==> src/rtl/acc_alu.sv <==
// Accumulator ALU with single-cycle logic/add/sub and a WIDTH-cycle shift-add multiply.
// Optional build macro ACC_ALU_SAT_EN: ADD/SUB saturate instead of wrapping.
module acc_alu #(
   parameter int WIDTH = 8
) (
   input  logic             clk,
   input  logic             rst,
   input  logic             start,
   input  logic [2:0]       op,
   input  logic [WIDTH-1:0] operand,
   output logic [WIDTH-1:0] acc,
   output logic [WIDTH-1:0] acc_hi,
   output logic             zero,
   output logic             carry,
   output logic             busy,
   output logic             done
);

   localparam logic [2:0] OP_LOAD = 3'b000;
   localparam logic [2:0] OP_ADD  = 3'b001;
   localparam logic [2:0] OP_SUB  = 3'b010;
   localparam logic [2:0] OP_AND  = 3'b011;
   localparam logic [2:0] OP_OR   = 3'b100;
   localparam logic [2:0] OP_XOR  = 3'b101;
   localparam logic [2:0] OP_MUL  = 3'b110;
   localparam int         CW      = (WIDTH > 1) ? $clog2(WIDTH) : 1;

`ifdef ACC_ALU_SAT_EN
   localparam logic SAT = 1'b1;
`else
   localparam logic SAT = 1'b0;
`endif

   typedef enum logic {IDLE, MUL} state_t;

   state_t             state_reg, state_next;
   logic [WIDTH-1:0]   acc_reg, acc_next;
   logic [WIDTH-1:0]   hi_reg, hi_next;
   logic               zero_reg, zero_next;
   logic               carry_reg, carry_next;
   logic               done_reg, done_next;
   logic [2*WIDTH-1:0] mcand_reg, mcand_next;
   logic [WIDTH-1:0]   mplier_reg, mplier_next;
   logic [2*WIDTH-1:0] prod_reg, prod_next;
   logic [CW-1:0]      count_reg, count_next;

   logic [WIDTH:0]     sum;
   logic [WIDTH:0]     diff;
   logic [2*WIDTH-1:0] step_prod;
   logic [WIDTH-1:0]   logic_res;

   assign sum       = {1'b0, acc_reg} + {1'b0, operand};
   // MSB of the extended difference is the borrow (operand > acc)
   assign diff      = {1'b0, acc_reg} - {1'b0, operand};
   assign step_prod = prod_reg + (mplier_reg[0] ? mcand_reg : '0);

   always_ff @(posedge clk or posedge rst) begin
      if (rst) begin
         state_reg  <= IDLE;
         acc_reg    <= '0;
         hi_reg     <= '0;
         zero_reg   <= 1'b0;
         carry_reg  <= 1'b0;
         done_reg   <= 1'b0;
         mcand_reg  <= '0;
         mplier_reg <= '0;
         prod_reg   <= '0;
         count_reg  <= '0;
      end else begin
         state_reg  <= state_next;
         acc_reg    <= acc_next;
         hi_reg     <= hi_next;
         zero_reg   <= zero_next;
         carry_reg  <= carry_next;
         done_reg   <= done_next;
         mcand_reg  <= mcand_next;
         mplier_reg <= mplier_next;
         prod_reg   <= prod_next;
         count_reg  <= count_next;
      end
   end

   always_comb begin
      state_next  = state_reg;
      acc_next    = acc_reg;
      hi_next     = hi_reg;
      zero_next   = zero_reg;
      carry_next  = carry_reg;
      done_next   = 1'b0;
      mcand_next  = mcand_reg;
      mplier_next = mplier_reg;
      prod_next   = prod_reg;
      count_next  = count_reg;
      logic_res   = '0;

      case (state_reg)
         IDLE: begin
            if (start) begin
               done_next = 1'b1;
               case (op)
                  OP_LOAD: begin
                     acc_next  = operand;
                     hi_next   = '0;
                     zero_next = (operand == '0);
                  end
                  OP_ADD: begin
                     acc_next   = (SAT && sum[WIDTH]) ? '1 : sum[WIDTH-1:0];
                     hi_next    = '0;
                     carry_next = sum[WIDTH];
                     zero_next  = (acc_next == '0);
                  end
                  OP_SUB: begin
                     acc_next   = (SAT && diff[WIDTH]) ? '0 : diff[WIDTH-1:0];
                     hi_next    = '0;
                     carry_next = diff[WIDTH];
                     zero_next  = (acc_next == '0);
                  end
                  OP_AND, OP_OR, OP_XOR: begin
                     if (op == OP_AND)
                        logic_res = acc_reg & operand;
                     else if (op == OP_OR)
                        logic_res = acc_reg | operand;
                     else
                        logic_res = acc_reg ^ operand;
                     acc_next   = logic_res;
                     hi_next    = '0;
                     carry_next = 1'b0;
                     zero_next  = (logic_res == '0);
                  end
                  OP_MUL: begin
                     // done is deferred to the final shift-add step
                     done_next   = 1'b0;
                     state_next  = MUL;
                     mcand_next  = {{WIDTH{1'b0}}, acc_reg};
                     mplier_next = operand;
                     prod_next   = '0;
                     count_next  = '0;
                  end
                  default: ;
               endcase
            end
         end
         MUL: begin
            prod_next   = step_prod;
            mcand_next  = mcand_reg << 1;
            mplier_next = mplier_reg >> 1;
            count_next  = count_reg + 1'b1;
            if (count_reg == CW'(WIDTH - 1)) begin
               state_next = IDLE;
               acc_next   = step_prod[WIDTH-1:0];
               hi_next    = step_prod[2*WIDTH-1:WIDTH];
               zero_next  = (step_prod == '0);
               carry_next = |step_prod[2*WIDTH-1:WIDTH];
               done_next  = 1'b1;
            end
         end
         default: state_next = IDLE;
      endcase
   end

   assign acc    = acc_reg;
   assign acc_hi = hi_reg;
   assign zero   = zero_reg;
   assign carry  = carry_reg;
   assign busy   = (state_reg == MUL);
   assign done   = done_reg;

endmodule
==> config.mk <==
export PLATFORM = sky130hd
export DESIGN_NAME = acc_alu
export DESIGN_NICKNAME = d
export VERILOG_FILES = /design/src/rtl/acc_alu.sv
export SDC_FILE = /design/constraint.sdc
export NUM_CORES = 1
export LEC_CHECK = 0
export ABC_CLOCK_PERIOD_IN_PS = 3800
export CAP_MARGIN = 20
export CORE_MARGIN = 8
export CORE_UTILIZATION = 40
export CTS_BUF_LIST = sky130_fd_sc_hd__clkbuf_4 sky130_fd_sc_hd__clkbuf_8
export CTS_CLUSTER_SIZE = 20
export DETAILED_ROUTE_END_ITERATION = 16
export PLACE_DENSITY_LB_ADDON = 0.05
export SETUP_SLACK_MARGIN = 0.1
export SLEW_MARGIN = 20
export SYNTH_ARGS = -nofsm -noshare
export SYNTH_HDL_FRONTEND = slang
export SYNTH_SLANG_ARGS = --single-unit
==> constraint.sdc <==
create_clock -name clk -period 3.8 [get_ports clk]
set_clock_uncertainty 0.05 [all_clocks]
set_input_delay 0.76 -clock clk [delete_from_list [all_inputs] [get_ports clk]]
set_output_delay 0.76 -clock clk [all_outputs]
set_load 0.03 [all_outputs]
# Word-level counts from Yosys, hierarchy flattened
# Cells that the tools add are included.
[word_totals]
input_bits = 14
regBits = 63
output_inout_bits = 20
[op_classes]
n_bitwise = 4
muxes = 42
n_eq_ne = 13
n_addsub = 4
reduce_logical = 13
[op_table]
columns = ["operator", "n"]
rows = [
  ["$mux 8", 12],
  ["$mux 16", 5],
  ["$pmux 16 s2", 2],
  ["$pmux 8 s2", 3],
  ["$logic_not 8->1", 4],
  ["$pmux 8 s4", 1],
  ["$add 16x16->16", 1],
  ["$logic_not 16->1", 1],
  ["$eq 3x3->1 const B", 4],
  ["$mux 1", 10],
  ["$add 8x8->9", 1],
  ["$reduce_and 3->1", 3],
  ["$sub 8x8->9", 1],
  ["$and 8x8->8", 1],
  ["$or 8x8->8", 1],
  ["$pmux 1 s2", 4],
  ["$reduce_or 8->1", 1],
  ["$xor 8x8->8", 1],
  ["$eq 3x2->1 const B", 2],
  ["$mux 3", 2],
  ["$pmux 3 s2", 1],
  ["$reduce_or 6->1", 1],
  ["$ne 5x1->1 const B", 1],
  ["$ne 2x1->1 const B", 2],
  ["10 further kinds", 11],
]

# Longest topological paths before layout
# Gate-level depths: netlist (run 1).
[depth]
ltp_word = 10
ltp_mapped = 12
depth_no_buf = 11

# Worst setup path after synthesis (run 1)
# No wires, ideal clock.
[synth_path]
kind = "reg-to-reg"
start = "register mplier_reg[0]"
end = "register zero_reg, in the netlist zero"
t_arrival_ps = 2825
stages_incl_launch_ff = 12
period_less_slack_ps = 2979
path_buffers = 1
slack_ps = 821
required_time_ps = 3647
cell_sequence = "dfrtp_1 > clkbuf_1 > and2_1 > ha_1 > fa_1 > nand3_1 > a21oi_2 > o21a_1 > o41ai_1 > xnor2_1 > or4_4 > o41ai_2"
[synth_between]
elab_chain_len = 5
[synth_lines]
columns = ["element", "line_no", "source"]
rows = [
  ["start: declaration", "43", "logic [WIDTH-1:0] mplier_reg, mplier_next;"],
  ["start signal: assignment", "77", "mplier_reg <= mplier_next;"],
  ["$mux 16", "55", "assign step_prod = prod_reg + (mplier_reg[0] ? mcand_reg : '0);"],
  ["$add 16x16->16", "55", ""],
  ["$logic_not 16->1", "152", "zero_next = (step_prod == '0);"],
  ["$mux 1", "148", "if (count_reg == CW'(WIDTH - 1)) begin"],
  ["$pmux 1 s2", "96", "case (state_reg)"],
  ["end signal: assignment", "73", "zero_reg <= zero_next;"],
  ["end: declaration", "39", "logic zero_reg, zero_next;"],
]
# No other way between the ends. The select of a mux whose other input is x is not followed.
# A chain may end at the register's enable or synchronous reset.

# Worst setup path after layout (run 1)
[layout_path]
start = "input port operand[2]"
end = "register zero_reg, in the netlist zero"
[layout_between]
elab_chain_len = 10
elab_cells_between_ends = 17
classes_between = "add/sub: 2; mux: 8; bitwise: 3; reduce/logical: 4"
[layout_lines]
columns = ["element", "line_no", "source"]
rows = [
  ["start: declaration", "10", "input logic [WIDTH-1:0] operand,"],
  ["$xor 8x8->8 or $or 8x8->8 (tied branches)", "124, 122", ""],
  ["$mux 8", "121", "else if (op == OP_OR)"],
  ["$mux 8", "119", "if (op == OP_AND)"],
  ["$mux 8", "100", "case (op)"],
  ["$mux 8", "98", "if (start) begin"],
  ["$mux 8", "96", ""],
  ["$logic_not 8->1", "128", "zero_next = (logic_res == '0);"],
  ["$pmux 1 s4 *", "100", ""],
  ["$mux 1 *", "98", ""],
  ["$pmux 1 s2 *", "96", ""],
]
# Mark *: on every way between the ends. The rest lies on a longest branch, timed or not. The select of a mux whose other input is x is not followed.

==> out/metrics.csv, run 1 <==
stage,metric,value,unit
cts,CTS tree,built,
cts,hold_buf cts,0,
die,std cell rows,41,
finish,Final nets,709,
place,port buffer count,33,
detailed_routing,DRC,0,
finish,P&R area growth vs syn,16.1,%
worst_setup_path,Worst Path Arrival,3.64,ns
yosys,"Cell Area, Synth",5000,µm²
die,Core ar.,12400,µm²
finish,non-filler instance count after layout,826,
global_routing,global-route wire length before repair,25200,µm
timing,period utilisation layout,90.8,%
worst_setup_path,CP max stage delay,0.58,ns
run_status,result of the run,completed,
pwr,Pleak,2.69,nW
die,# IOs,34,
cts,H-tree depth,3,
timing,min Tclk post-route,3.45,ns
yosys,post-synthesis register bit count,63,
finish,layout cell share with drive strength beyond 1,9.48,%
job,max_cap viols,0,
timing,worst setup margin,0.349,ns
global_routing,GR Util All Layers,19.8,%
place,DPL Wire Length,11900,µm
detailed_routing,wire per inst,19.0,µm
place,final RePlAce weighted congestion,0.864,
die,Die Ht,128,µm
global_routing,largest net degree at the start of global routing,64,
yosys,Async SR Flop Fraction,100,%
detailed_routing,Initial DRC Count,315,
worst_setup_path,critical path's slowest cell,clkdlybuf4s50_1,
worst_setup_path,Critical Path RT,3.99,ns
global_routing,initial antenna violation count,0,
yosys,complex-gate fraction of the synthesized area,25.0,%
cts,post-cts resize count,0,
yosys,Synth Net Count,674,
timing,RSZ-0062 raised after global routing,no,
yosys,Yosys Warn Count,0,
global_routing,Overflow after GRT,0,
worst_setup_path,CP startpoint kind,input pin,
timing,final setup fails,0,
timing,setup TNS,0,ns
cts,post-CTS setup buffers,0,
cts,CTS Buffer Depth,2,
pwr,Peak supply drop,0.410,mV
die,chip width,128,µm
worst_setup_path,crit path cell chain,clkdlybuf4s50_1 -> inv_1 -> ha_1 -> buf_4 -> a211oi_1 -> o21bai_1 -> a21oi_1 -> xnor2_1 -> nand3_1 -> o41ai_1 -> o221ai_1 -> o41ai_2,
worst_setup_path,CP endpoint kind,flip-flop,
finish,fin util,46.8,%
yosys,main flop type after synthesis,dfrtp_1,
finish,"commonest cells after routing, fill and taps aside","nand2_1, dfrtp_1, a21oi_1, o21ai_0, nor2_1",
finish,antenna cells,0,
timing,Max Fclk,290,MHz
finish,"commonest non-fill, non-tap cell in the layout",nand2_1,
timing,Final Hold Fails,0,
yosys,Yosys cell types,63,
worst_setup_path,worst-path fanout max,9,
yosys,largest family of logic cells by synthesized area,compound AO/OA/AOI/OAI gates,
detailed_routing,via count,4549,
yosys,mux contribution to synthesized area,3.43,%
yosys,Synth Area in Adders,11.5,%
timing,relative slew slack,62.2,%
die,Die Area,16300,µm²
detailed_routing,DR vias/cell,5.51,
cts,Worst-path clk slew,0.06,ns
yosys,Synth Area in XOR/XNOR,4.03,%
place,post-place setup slack,0.0714,ns
yosys,simple logic cell fraction of the synthesized area,19.5,%
cts,clk_lat worst skew,0.34,ns
yosys,post-synthesis area per instance,8.12,µm²
yosys,Gate Count Post-Synth,616,
cts,Root Buffer Master,clkbuf_8,
global_routing,number of global-route vias before repair,4555,
yosys,sequential area share after synthesis,31.5,%
die,Initial Util,40.3,%
yosys,"EDFF count, synth",0,
detailed_routing,final wirelength,15700,µm
worst_setup_path,Top delay family on crit path,compound AO/OA/AOI/OAI gates,
place,dpl cells,812,
cts,TritonCTS Buffers,9,
cts,Num Clock Sinks,63,
timing,slew of the pin with the lowest slew margin,0.567,ns
pwr,PwrDens,703,nW/µm²
detailed_routing,ANT nets after route,0,
worst_setup_path,Buf/Inv on CP,3,
worst_setup_path,kind of critical path,input pin to flip-flop,
detailed_routing,DR pass1 iterations,4,
hold_path,worst min path class,flip-flop to flip-flop,
timing,Slew Limit Fails,0,
[final timing paths]
path | start | to | slack (ns) | depth (start not counted)
hold / removal | acc_hi[3] | acc_hi[3] | 0.42 | 2
max in group asynchronous | rst | acc_hi[4] | 2.64 | 3
min in group asynchronous | rst | count_reg[0] | 0.76 | 3
setup / recovery | operand[2] | zero | 0.35 | 12
setup reg to reg | mplier_reg[0] | carry | 0.47 | 11
hold reg to reg | acc_hi[3] | acc_hi[3] | 0.42 | 2
[worst reg2reg max path: cells and delay by family (launching register included)]
| family | cells | cell delay, ns |
|---|---|---|
| fa+ha+maj | 2 | 0.63 |
| simple gates | 4 | 1.11 |
| flops | 1 | 0.59 |
| compound gates | 4 | 0.69 |
| xor+xnor | 1 | 0.14 |
[Yosys cell counts (all sizes together) (3+ instances only)]
cell type	instances	share of area, %
a31oi	8	1.0
and2	17	2.1
nor3	19	1.9
o211ai	4	0.60
fa	3	1.2
nor4	4	0.50
inv	31	2.3
a211o	4	0.70
o311ai	3	0.53
nand2b	4	0.50
nor2	43	3.2
and3	3	0.40
a22oi	7	1.0
o41ai	3	0.68
clkbuf	27	2.0
nor2b	5	0.63
a21oi	49	5.1
xor2	10	1.7
mux2i	7	1.4
a22o	8	1.4
xnor2	13	2.3
o21ai	53	5.3
nand2	98	7.3
o21a	7	1.0
mux4	4	1.8
ha	41	10
nand3b	3	0.45
o22ai	4	0.50
a21o	8	1.2
o21bai	8	1.2
a211oi	9	1.3
buf	9	0.80
dfrtp	63	31
nand3	9	0.90
[power breakdown]
part,internal (mW),switching (mW)
clock network,0.279,0.251
registers,0.928,0.256
logic,0.942,1.43
[routing by layer]
layer  global-route usage [%]  vias up  wire length [µm]
met5                        0        -                 0
met4                     4.06        0               154
met3                     4.12       13               800
met2                     32.1       85              7200
met1                     26.5     2198              7540
li1                         -     2253                 -
[stage by stage]
stage / hold slack (ns) / area [µm²] / power [mW]
3_3_place_gp: 0.403 / 5640 / 3.55
4_1_cts: 0.423 / 5810 / 4.11
2_1_floorplan: 0.400 / 5000 / 2.75
5_1_grt: 0.444 / 5810 / 4.42
3_5_place_dp: 0.407 / 5640 / 3.56
6_report: 0.418 / 5810 / 4.08
[cells by family after synthesis]
kind of cell | Yosys count
mux | 12
fa+ha+maj | 44
simple gates | 215
compound gates | 192
buf+inv | 67
flops | 63
xor+xnor | 23
[layout make-up]
class,instances,area (µm²)
multi-input cells,486,3170
repair buffers,60,558
inverters,31,116
flip-flops and latches,63,1580
well taps,172,215
clock inverters,1,5.00
clock buffers,13,166
fillers,1298,6610
(Power assumes the default switching activity.)
==> run 2, diff against run 1 <==
--- a/config.mk
+++ b/config.mk
@@ -7,6 +7,7 @@
 export LEC_CHECK = 0
 export ABC_CLOCK_PERIOD_IN_PS = 3800
 export CAP_MARGIN = 20
+export CORE_ASPECT_RATIO = 1.4
 export CORE_MARGIN = 8
 export CORE_UTILIZATION = 40
 export CTS_BUF_LIST = sky130_fd_sc_hd__clkbuf_4 sky130_fd_sc_hd__clkbuf_8
==> run 2 against run 1 <==
Against the previous run:
- sequential share of layout area rose by 0.15 points
- via count rose by 2.4%
- count of clock-buffer cells in the layout stayed put
- worst setup slack gained 0.029 ns
- non-clock buffer count rose by 1
- largest power group unchanged
- flip-flop and latch count unchanged
- die area rose by 0.31%
==> out/metrics.csv, run 2 (synthesis gave the netlist of run 1 again) <==
stage,metric,value,unit,change
run_status,result of the run,completed,,unchanged
global_routing,number of global-route vias before repair,4841,,was 4555
die,chip width,111,µm,was 128 µm
timing,min Tclk post-route,3.42,ns,was 3.45 ns
global_routing,Overflow after GRT,0,,unchanged
timing,Final Hold Fails,0,,unchanged
detailed_routing,DR vias/cell,5.77,,was 5.51
worst_setup_path,CP endpoint kind,flip-flop,,unchanged
global_routing,GR Util All Layers,20.0,%,was 19.8%
global_routing,largest net degree at the start of global routing,44,,was 64
die,Core ar.,12300,µm²,was 12400 µm²
detailed_routing,ANT nets after route,0,,unchanged
worst_setup_path,r2r worst-path depth,10,,was 11
die,std cell rows,48,,was 41
finish,"commonest non-fill, non-tap cell in the layout",nand2_1,,unchanged
detailed_routing,Initial DRC Count,194,,was 315
worst_setup_path,critical path endpoint,zero,,unchanged
hold_path,worst min path class,flip-flop to flip-flop,,unchanged
worst_setup_path,r2r startpoint,mplier_reg[0],,unchanged
timing,period utilisation layout,90.1,%,was 90.8%
cts,Num Clock Sinks,63,,unchanged
worst_setup_path,worst-path fanout max,17,,was 9
worst_setup_path,Reg2Reg Capture Point,zero,,was carry
timing,Slew Limit Fails,0,,unchanged
worst_setup_path,Worst Path Arrival,3.61,ns,was 3.64 ns
worst_setup_path,CP Launch Point,mplier_reg[0],,was operand[2]
cts,TritonCTS Buffers,9,,unchanged
pwr,Peak supply drop,0.258,mV,was 0.410 mV
die,Die Area,16400,µm²,was 16300 µm²
timing,relative slew slack,51.6,%,was 62.2%
timing,slew of the pin with the lowest slew margin,0.724,ns,was 0.567 ns
cts,Root Buffer Master,clkbuf_8,,unchanged
pwr,Pleak,2.69,nW,about the same
pwr,Clock power frac,13.3,%,was 13.0%
cts,post-cts resize count,0,,unchanged
finish,Final nets,710,,was 709
pwr,sequential share of power,28.5,%,was 29.0%
finish,P&R area growth vs syn,15.4,%,was 16.1%
worst_setup_path,R2R setup slack,0.38,ns,was 0.47 ns
pwr,total power,4.12,mW,was 4.08 mW
detailed_routing,via count,4656,,was 4549
pwr,Sw Ratio,47.7,%,was 47.4%
die,Die Ht,148,µm,was 128 µm
finish,"commonest cells after routing, fill and taps aside","nand2_1, dfrtp_1, a21oi_1, o21ai_0, nor2_1",,unchanged
job,max_cap viols,0,,unchanged
pwr,PwrDens,713,nW/µm²,was 703 nW/µm²
place,final RePlAce weighted congestion,0.899,,was 0.864
cts,hold_buf cts,0,,unchanged
detailed_routing,wire per inst,20.2,µm,was 19.0 µm
place,DPL Wire Length,12600,µm,was 11900 µm
die,# IOs,34,,unchanged
cts,Worst-path clk slew,0.07,ns,was 0.06 ns
detailed_routing,final wirelength,16300,µm,was 15700 µm
global_routing,initial antenna violation count,0,,unchanged
cts,H-tree depth,3,,unchanged
detailed_routing,DRC,0,,unchanged
pwr,P_sw,1.96,mW,was 1.93 mW
finish,antenna cells,0,,unchanged
worst_setup_path,CP startpoint kind,flip-flop,,was input pin
cts,CTS Buffer Depth,2,,unchanged
worst_setup_path,Critical Path RT,3.99,ns,about the same
finish,layout cell share with drive strength beyond 1,9.89,%,was 9.48%
place,port buffer count,33,,unchanged
global_routing,global-route wire length before repair,25900,µm,was 25200 µm
detailed_routing,DR pass1 iterations,5,,was 4
timing,final setup fails,0,,unchanged
pwr,Power Internal,2.15,mW,about the same
pwr,Comb pwr share,58.1,%,was 58.0%
timing,setup TNS,0,ns,unchanged
cts,post-CTS setup buffers,0,,unchanged
cts,clk_lat worst skew,0.35,ns,was 0.34 ns
timing,Max Fclk,292,MHz,was 290 MHz
cts,CTS tree,built,,unchanged
timing,RSZ-0062 raised after global routing,no,,unchanged
worst_setup_path,kind of critical path,flip-flop to flip-flop,,was input pin to flip-flop
die,Initial Util,40.8,%,was 40.3%
run 2: how the worst min path moves through the flow:
| stage | start | end | slack, ns | cells after the start |
|---|---|---|---|---|
| after global placement | acc_hi[3] | acc_hi[3] | 0.40 | 2 |
| final | acc_hi[3] | acc_hi[3] | 0.41 | 2 |
| after floorplan | mplier_reg[1] | mplier_reg[0] | 0.40 | 2 |
| after detailed placement | acc_hi[3] | acc_hi[3] | 0.41 | 2 |
| after global routing | acc_hi[3] | acc_hi[3] | 0.44 | 2 |
| after CTS | acc_hi[3] | acc_hi[3] | 0.42 | 2 |
run 2: final cells by class:
cell class,count,area [µm²]
Fill cell,1278,6470
Tap cell,150,188
Multi-Input combinational cell,486,3170
Clock buffer,13,166
Timing Repair Buffer,61,541
Clock inverter,3,17.5
Sequential cell,63,1580
Inverter,31,116
run 2: per-stage QoR:
step                utilization (%)  instance area [µm²]  std cells  hold WS (ns)  setup slack [ns]
finish                         47.2                 5780        807         0.415             0.378
global route                   47.2                 5780        807         0.443             0.132
CTS                            47.2                 5780        807         0.421             0.398
detailed placement             45.6                 5590        791         0.405             0.103
global placement               45.6                 5590        791         0.401             0.126
floorplan                         -                 5000        616         0.400             0.821
run 2: metal layers:
metal  track usage [%]  wire length (µm)  part of all wire (%)
met3              3.06               539                   3.3
met2              37.2              8710                    53
met4              9.42               529                   3.2
met5                 0                 0                     0
met1              21.5              6540                    40
run 2: worst max-delay path, cell delays in order, from the launching register on:
cell and delay (ns):
dfrtp_1 0.61, and2_1 0.26, ha_1 0.21, fa_1 0.42, nand3_1 0.13, a21oi_2 0.09
o21a_1 0.20, o41ai_1 0.35, xnor2_1 0.16, or4_4 0.57, o41ai_2 0.27
run 2: power groups by stage:
stage | combinational, mW | clock [mW] | sequential, mW
after floorplan | 1.47 | 0 | 1.28
after global placement | 2.39 | 0 | 1.18
after detailed placement | 2.39 | 0 | 1.19
after CTS | 2.40 | 0.564 | 1.18
after global routing | 2.63 | 0.597 | 1.21
final | 2.39 | 0.550 | 1.18
==> run 3, diff against run 2 <==
--- a/config.mk
+++ b/config.mk
@@ -11,7 +11,8 @@
 export CORE_MARGIN = 8
 export CORE_UTILIZATION = 40
 export CTS_BUF_LIST = sky130_fd_sc_hd__clkbuf_4 sky130_fd_sc_hd__clkbuf_8
-export CTS_CLUSTER_SIZE = 20
+export CTS_CLUSTER_DIAMETER = 50
+export CTS_CLUSTER_SIZE = 14
 export DETAILED_ROUTE_END_ITERATION = 16
 export PLACE_DENSITY_LB_ADDON = 0.05
 export SETUP_SLACK_MARGIN = 0.1
==> results of run 3 <==
Final layout, timing and power as in run 2 (identical DEF).
